## config.mk

```make
export PLATFORM = sky130hd
export DESIGN_NAME = conv_window_gen_flat
export DESIGN_NICKNAME = d
export VERILOG_FILES = /design/src/rtl/conv_window_gen_if.sv /design/src/rtl/conv_window_gen.sv /design/src/flat_wrapper.sv
export SDC_FILE = /design/constraint.sdc
export NUM_CORES = 1
export LEC_CHECK = 0
export ABC_CLOCK_PERIOD_IN_PS = 2600
export CORE_ASPECT_RATIO = 0.6
export CORE_MARGIN = 5
export CORE_UTILIZATION = 55
export DETAILED_ROUTE_END_ITERATION = 6
export PLACE_DENSITY = 0.76
export REMOVE_ABC_BUFFERS = 1
export SLEW_MARGIN = 15
export SYNTH_ARGS = -nofsm -noshare
export SYNTH_HDL_FRONTEND = slang
export SYNTH_SLANG_ARGS = --single-unit
```

## constraint.sdc

```tcl
create_clock -name clk -period 2.6 [get_ports clk]
set_input_delay 0.78 -clock clk [delete_from_list [all_inputs] [get_ports clk]]
set_output_delay 0.78 -clock clk [all_outputs]
set_load 0.01 [all_outputs]
```

## src/rtl/conv_window_gen_if.sv

```systemverilog
// Pixel-stream in / window-stream out bundle for the sliding-window generator.
// Latency: none (wires only).
// Backpressure: none; the source pushes pixels with pix_valid, the sink samples windows on en_out.
interface conv_window_gen_if #(
  parameter int KERNEL = 3,
  parameter int N      = 4
);
  logic [N-1:0]               pix_in;
  logic                       pix_valid;
  logic                       frame_start;
  logic [KERNEL*KERNEL*N-1:0] data2conv;
  logic                       en_out;
  logic                       frame_done;

  // Pixel source / window consumer side
  modport master (
    output pix_in, pix_valid, frame_start,
    input  data2conv, en_out, frame_done
  );

  // Window generator side
  modport slave (
    input  pix_in, pix_valid, frame_start,
    output data2conv, en_out, frame_done
  );
endinterface

```

## src/rtl/conv_window_gen.sv

```systemverilog
// Sliding KERNELxKERNEL window generator over a raster pixel stream ("valid" convolution, no padding).
// Latency: window and en_out registered, one cycle after the accepting edge; one window per cycle.
// Backpressure: none; gaps in pix_valid stall all state and suppress strobes.
module conv_window_gen #(
  parameter int KERNEL = 3,
  parameter int N      = 4,
  parameter int IMG_W  = 8,
  parameter int IMG_H  = 8
) (
  input  logic              clk,
  input  logic              rst,
  conv_window_gen_if.slave  bus
);

  localparam int CW = (IMG_W > 1) ? $clog2(IMG_W) : 1;
  localparam int RW = (IMG_H > 1) ? $clog2(IMG_H) : 1;
  localparam int WW = KERNEL * KERNEL * N;

  logic [CW-1:0] col, cur_col, col_nxt;
  logic [RW-1:0] row, cur_row, row_nxt;
  logic          win_ok, last_pix;

  logic [N-1:0]  col_vec [KERNEL];
  logic [N-1:0]  win     [KERNEL][KERNEL];
  logic [N-1:0]  win_nxt [KERNEL][KERNEL];
  logic [WW-1:0] win_flat;

  logic [WW-1:0] data_q;
  logic          en_q, done_q;

  assign bus.data2conv  = data_q;
  assign bus.en_out     = en_q;
  assign bus.frame_done = done_q;

  // Position of the current pixel; frame_start forces it to (0,0)
  always_comb begin
    cur_col  = bus.frame_start ? '0 : col;
    cur_row  = bus.frame_start ? '0 : row;
    win_ok   = (int'(cur_row) >= KERNEL - 1) && (int'(cur_col) >= KERNEL - 1);
    last_pix = (int'(cur_row) == IMG_H - 1) && (int'(cur_col) == IMG_W - 1);
    col_nxt  = cur_col + 1'b1;
    row_nxt  = cur_row;
    if (int'(cur_col) == IMG_W - 1) begin
      col_nxt = '0;
      row_nxt = (int'(cur_row) == IMG_H - 1) ? '0 : cur_row + 1'b1;
    end
  end

  generate
    if (KERNEL > 1) begin : g_lb
      // lb[0] is the previous line, lb[KERNEL-2] the oldest; contents are never reset
      logic [N-1:0] lb [KERNEL-1][IMG_W];

      // Column vector: oldest line on top, incoming pixel at the bottom
      always_comb begin
        col_vec[KERNEL-1] = bus.pix_in;
        for (int r = 0; r < KERNEL - 1; r++) begin
          col_vec[r] = lb[KERNEL-2-r][cur_col];
        end
      end

      // Push the incoming pixel down the line-memory column at the current position
      always_ff @(posedge clk) begin
        if (bus.pix_valid) begin
          lb[0][cur_col] <= bus.pix_in;
          for (int b = 1; b < KERNEL - 1; b++) begin
            lb[b][cur_col] <= lb[b-1][cur_col];
          end
        end
      end
    end else begin : g_nolb
      // Single-pixel window: the column is just the incoming pixel
      always_comb begin
        col_vec[0] = bus.pix_in;
      end
    end
  endgenerate

  // Next window: shift left one column, new column enters on the right; also pack for output
  always_comb begin
    win_flat = '0;
    for (int r = 0; r < KERNEL; r++) begin
      for (int c = 0; c < KERNEL - 1; c++) begin
        win_nxt[r][c] = win[r][c+1];
      end
      win_nxt[r][KERNEL-1] = col_vec[r];
    end
    for (int r = 0; r < KERNEL; r++) begin
      for (int c = 0; c < KERNEL; c++) begin
        win_flat[(r*KERNEL+c)*N +: N] = win_nxt[r][c];
      end
    end
  end

  // Raster position counters, advanced once per accepted pixel
  always_ff @(posedge clk or negedge rst) begin
    if (!rst) begin
      col <= '0;
      row <= '0;
    end else if (bus.pix_valid) begin
      col <= col_nxt;
      row <= row_nxt;
    end
  end

  // Window register array, shifted on every accepted pixel
  always_ff @(posedge clk or negedge rst) begin
    if (!rst) begin
      for (int r = 0; r < KERNEL; r++) begin
        for (int c = 0; c < KERNEL; c++) begin
          win[r][c] <= '0;
        end
      end
    end else if (bus.pix_valid) begin
      win <= win_nxt;
    end
  end

  // Output stage: data only updates on a real window so it holds between strobes
  always_ff @(posedge clk or negedge rst) begin
    if (!rst) begin
      data_q <= '0;
      en_q   <= 1'b0;
      done_q <= 1'b0;
    end else begin
      en_q   <= bus.pix_valid && win_ok;
      done_q <= bus.pix_valid && win_ok && last_pix;
      if (bus.pix_valid && win_ok) begin
        data_q <= win_flat;
      end
    end
  end

endmodule

```

## src/flat_wrapper.sv

```systemverilog
// flat-port wrapper written by rule: the top's interface ports become plain ports
module conv_window_gen_flat 
#(
  parameter int KERNEL = 3,
  parameter int N      = 4,
  parameter int IMG_W  = 8,
  parameter int IMG_H  = 8
)
  (clk, rst, bus_pix_in, bus_pix_valid, bus_frame_start, bus_data2conv, bus_en_out, bus_frame_done);
  conv_window_gen_if #(.KERNEL(KERNEL), .N(N)) bus_i ();
  input  logic clk;
  input  logic rst;
  input wire logic [$bits(bus_i.pix_in)-1:0] bus_pix_in;
  input wire logic [$bits(bus_i.pix_valid)-1:0] bus_pix_valid;
  input wire logic [$bits(bus_i.frame_start)-1:0] bus_frame_start;
  output wire logic [$bits(bus_i.data2conv)-1:0] bus_data2conv;
  output wire logic [$bits(bus_i.en_out)-1:0] bus_en_out;
  output wire logic [$bits(bus_i.frame_done)-1:0] bus_frame_done;
  assign bus_i.pix_in = bus_pix_in;
  assign bus_i.pix_valid = bus_pix_valid;
  assign bus_i.frame_start = bus_frame_start;
  assign bus_data2conv = bus_i.data2conv;
  assign bus_en_out = bus_i.en_out;
  assign bus_frame_done = bus_i.frame_done;
  conv_window_gen #(.KERNEL(KERNEL), .N(N), .IMG_W(IMG_W), .IMG_H(IMG_H)) u_core (.clk(clk), .rst(rst), .bus(bus_i));
endmodule
```

==> qor.csv <==
stage,metric,value,unit
logic_synthesis,syn_avg_cell_area,15.4,um^2
routing,routed-wl-met2,5010,um
logic_synthesis,netlist_area,5370,um^2
job,cap_viol_max_count,0,
logic_synthesis,netlist_top_cells_count,"dfrtp_1 (68), edfxtp_1 (64), nor2_1 (33), mux2_2 (25), a21oi_1 (23)",
finish,syn2layout_area_growth,24.9,%
cts,clock_latency,0.42,ns
critical_path,crit_required,2.73,ns
finish,fin_nets,435,
routing,first_pass_iters,5,
logic_synthesis,async_flop_share,0.515,
floorplan,die_h,86.5,um
sta,fin_ws,0.423,ns
pwr,power.leakage,2.78,nW
critical_path,cp-end-kind,flop,
routing,viasPerCell,5.50,
critical_path,path_cells,"clkdlybuf4s50_1, buf_4, nand2_1, nor2_1, buf_4",
logic_synthesis,synth.area.top_cells,"edfxtp_1 (36%), dfrtp_1 (32%), mux2_4 (6.2%), mux2_2 (5.2%), mux2i_1 (4.1%)",
logic_synthesis,synth-seq-cells,132,
sta,fmax,459,MHz
critical_path,crit_family,buffers and inverters,
finish,drive_gt1_frac,0.273,
routing,route.met3.wl,673,um
routing,drtIter0Drc,294,
floorplan,initial_core_util,0.574,
logic_synthesis,netlist.area_leader.share,0.358,
placement,gp_congestion,0.861,
sta,min_period_over_period,0.837,
floorplan,ios,46,
finish,antennaDiodeCount,0,
pwr,p_int,3.99,mW
logic_synthesis,synth-main-ff-cell,dfrtp_1,
sta,fin_crit,2.18,ns
floorplan,core_area,9360,um^2
sta,drv_slew,0,
pwr,seqPwrFrac,0.462,
routing,drc,0,
cts,post_cts_buffers,0,
floorplan,die_w,138,um
logic_synthesis,synth_enable_flop_cells,64,
critical_path,crit-reg2reg-launch,u_core.col[0],
critical_path,cp-start-kind,input pin,
sta,rsz0062_at_grt,no,
global_route,grtUsageTotal,0.199,
critical_path,crit_arrival,2.30,ns
logic_synthesis,syn_inst,349,
cts,cts-root-buf,clkbuf_16,
routing,post_drt_wl_per_cell,19.4,um
routing,routed_wl,11000,um
pwr,power_density,783,nW/um^2
sta,setup_viol,0,
global_route,antenna_found_initial,0,
cts,cts_sinks,132,
critical_path,cp_num_buf_inv,3,
floorplan,num_rows,27,
pwr,vdd_drop_max,0.548,mV
placement,dp_hpwl,7120,um
logic_synthesis,synthMostInstantiatedCell,dfrtp_1,
pwr,p_sw_frac,0.240,
finish,fin_util,0.717,
pwr,power.share.combinational,0.097,
min_path,holdCritPathClass,input pin to async pin,
placement,dpl_cell_area,6100,um^2
critical_path,startpoint,bus_pix_valid,
cts,clk_pin_slew_worst_paths,0.06,ns
critical_path,path_class,input pin to flop,
pwr,clkPwrFrac,0.441,
sta,finalSetupTns,0,ns
global_route,grt_max_degree,48,
global_route,grt_pass1_vias,3254,
cts,cts_made_buffers,17,
global_route,grt_pass1_wl,17400,um
routing,wl_met1,5210,um
status,status,"complete, no violations",
pwr,p_sw,1.26,mW
sta,max_slew_margin,0.609,
floorplan,die-area,11900,um^2
routing,detail-route-antenna-nets,0,
placement,place_ws,-0.374,ns
critical_path,max_stage_delay,0.57,ns
critical_path,cpMostUsedCell,buf_4,
logic_synthesis,ys_types,35,
sta,final_hold_viol_count,0,
routing,maxUsedRoutingLayer,met4,
placement,port_buffers,45,
critical_path,worstPathMaxFanout,21,
routing,via_count,3114,
cts,htree_levels,4,
sta,tightest_slew,0.586,ns
cts,cts_buffer_depth,2,
sta,final.setup_skew,0.0153,ns
finish,stdcell_area,6710,um^2
cts,cts_tree,built,
logic_synthesis,seq_area_frac_synth,0.675,
logic_synthesis,netlist.top_cell.by_area,edfxtp_1,
logic_synthesis,ys_warn_count,0,
global_route,gr-total-overflow,0,
critical_path,worst_path_max_delay_cell,clkdlybuf4s50_1,
==> state kept, by name, summed over array words and instances (netlist names) <==
name	cells
u_core.bus.data2conv	36
u_core.row	3
u_core.g_lb.lb	64
u_core.win	24
u_core.bus.frame_done	1
u_core.col	3
u_core.bus.en_out	1
==> power groups by stage <==
stage,Clock [mW],Sequential [mW],Combinational [mW]
global route,2.46,2.44,0.553
detailed placement,0,2.46,0.495
CTS,2.36,2.43,0.500
finish,2.32,2.43,0.509
floorplan,0,2.46,0.259
global placement,0,2.45,0.477
==> area by class of cell <==
type / count / area, um^2
flip-flops and latches: 132 / 3620
fillers: 598 / 2650
multi-input cells: 190 / 1600
repair buffers: 76 / 718
clock buffers: 18 / 429
well taps: 130 / 163
clock inverters: 14 / 154
inverters: 6 / 22.5
==> metal layers <==
metal | GRT usage | up-vias
met5 | 0 | -
met4 | 0.0707 | 0
met3 | 0.0679 | 8
met2 | 0.283 | 97
met1 | 0.287 | 1582
li1 | - | 1427
==> timing repair <==
action | in CTS | in global routing
setup endpoints to repair | 0 | 22
hold buffers | 0 | 0
resized for setup | 0 | 6
==> final timing paths <==
| path | cells past startpoint | slack [ns] | end |
|---|---|---|---|
| max in group asynchronous | 2 | 1.61 | u_core.win[17] |
| setup reg to reg | 5 | 0.50 | u_core.g_lb.lb[0][48] |
| setup / recovery | 5 | 0.42 | u_core.g_lb.lb[0][41] |
| min in group clk | 2 | 0.51 | u_core.row[0] |
| hold reg to reg | 2 | 0.51 | u_core.row[0] |
| hold / removal | 1 | 0.37 | u_core.bus.data2conv[6] |
==> per-stage QoR <==
step	std cells	hold WS, ns	total power, mW
global route	566	0.408	5.46
finish	566	0.370	5.26
floorplan	328	0.451	2.72
CTS	566	0.373	5.28
global placement	534	0.485	2.93
detailed placement	534	0.491	2.96
==> cell usage in the layout (no fill, tap or decap), types with 2 or more instances in the layout <==
cell / count
nand2b_1: 10
bufinv_16: 2
a21oi_1: 23
clkdlybuf4s50_1: 43
nor3b_1: 2
mux2_2: 25
clkbuf_16: 17
nand2_1: 5
nor2_1: 33
nand3b_1: 9
inv_1: 4
clkinvlp_4: 5
o21ai_0: 3
mux2_4: 22
inv_6: 4
mux2i_1: 22
nor3_1: 2
ha_1: 4
o22ai_1: 8
dfrtp_1: 68
edfxtp_1: 64
buf_4: 28
a2111oi_2: 4
inv_2: 2
a2111oi_0: 2
clkinv_4: 2
nor2b_1: 3
buf_12: 3
==> logic make-up (layout without fill, tap and decap cells) <==
kind of cell,Yosys count,after routing,synth area share
buf+inv,27,114,0.0310
simple gates,70,70,0.0701
compound gates,47,47,0.0597
mux,69,69,0.155
fa+ha+maj,4,4,0.00932
flops,132,132,0.675
Note: power is estimated with default switching activity, not from simulation.
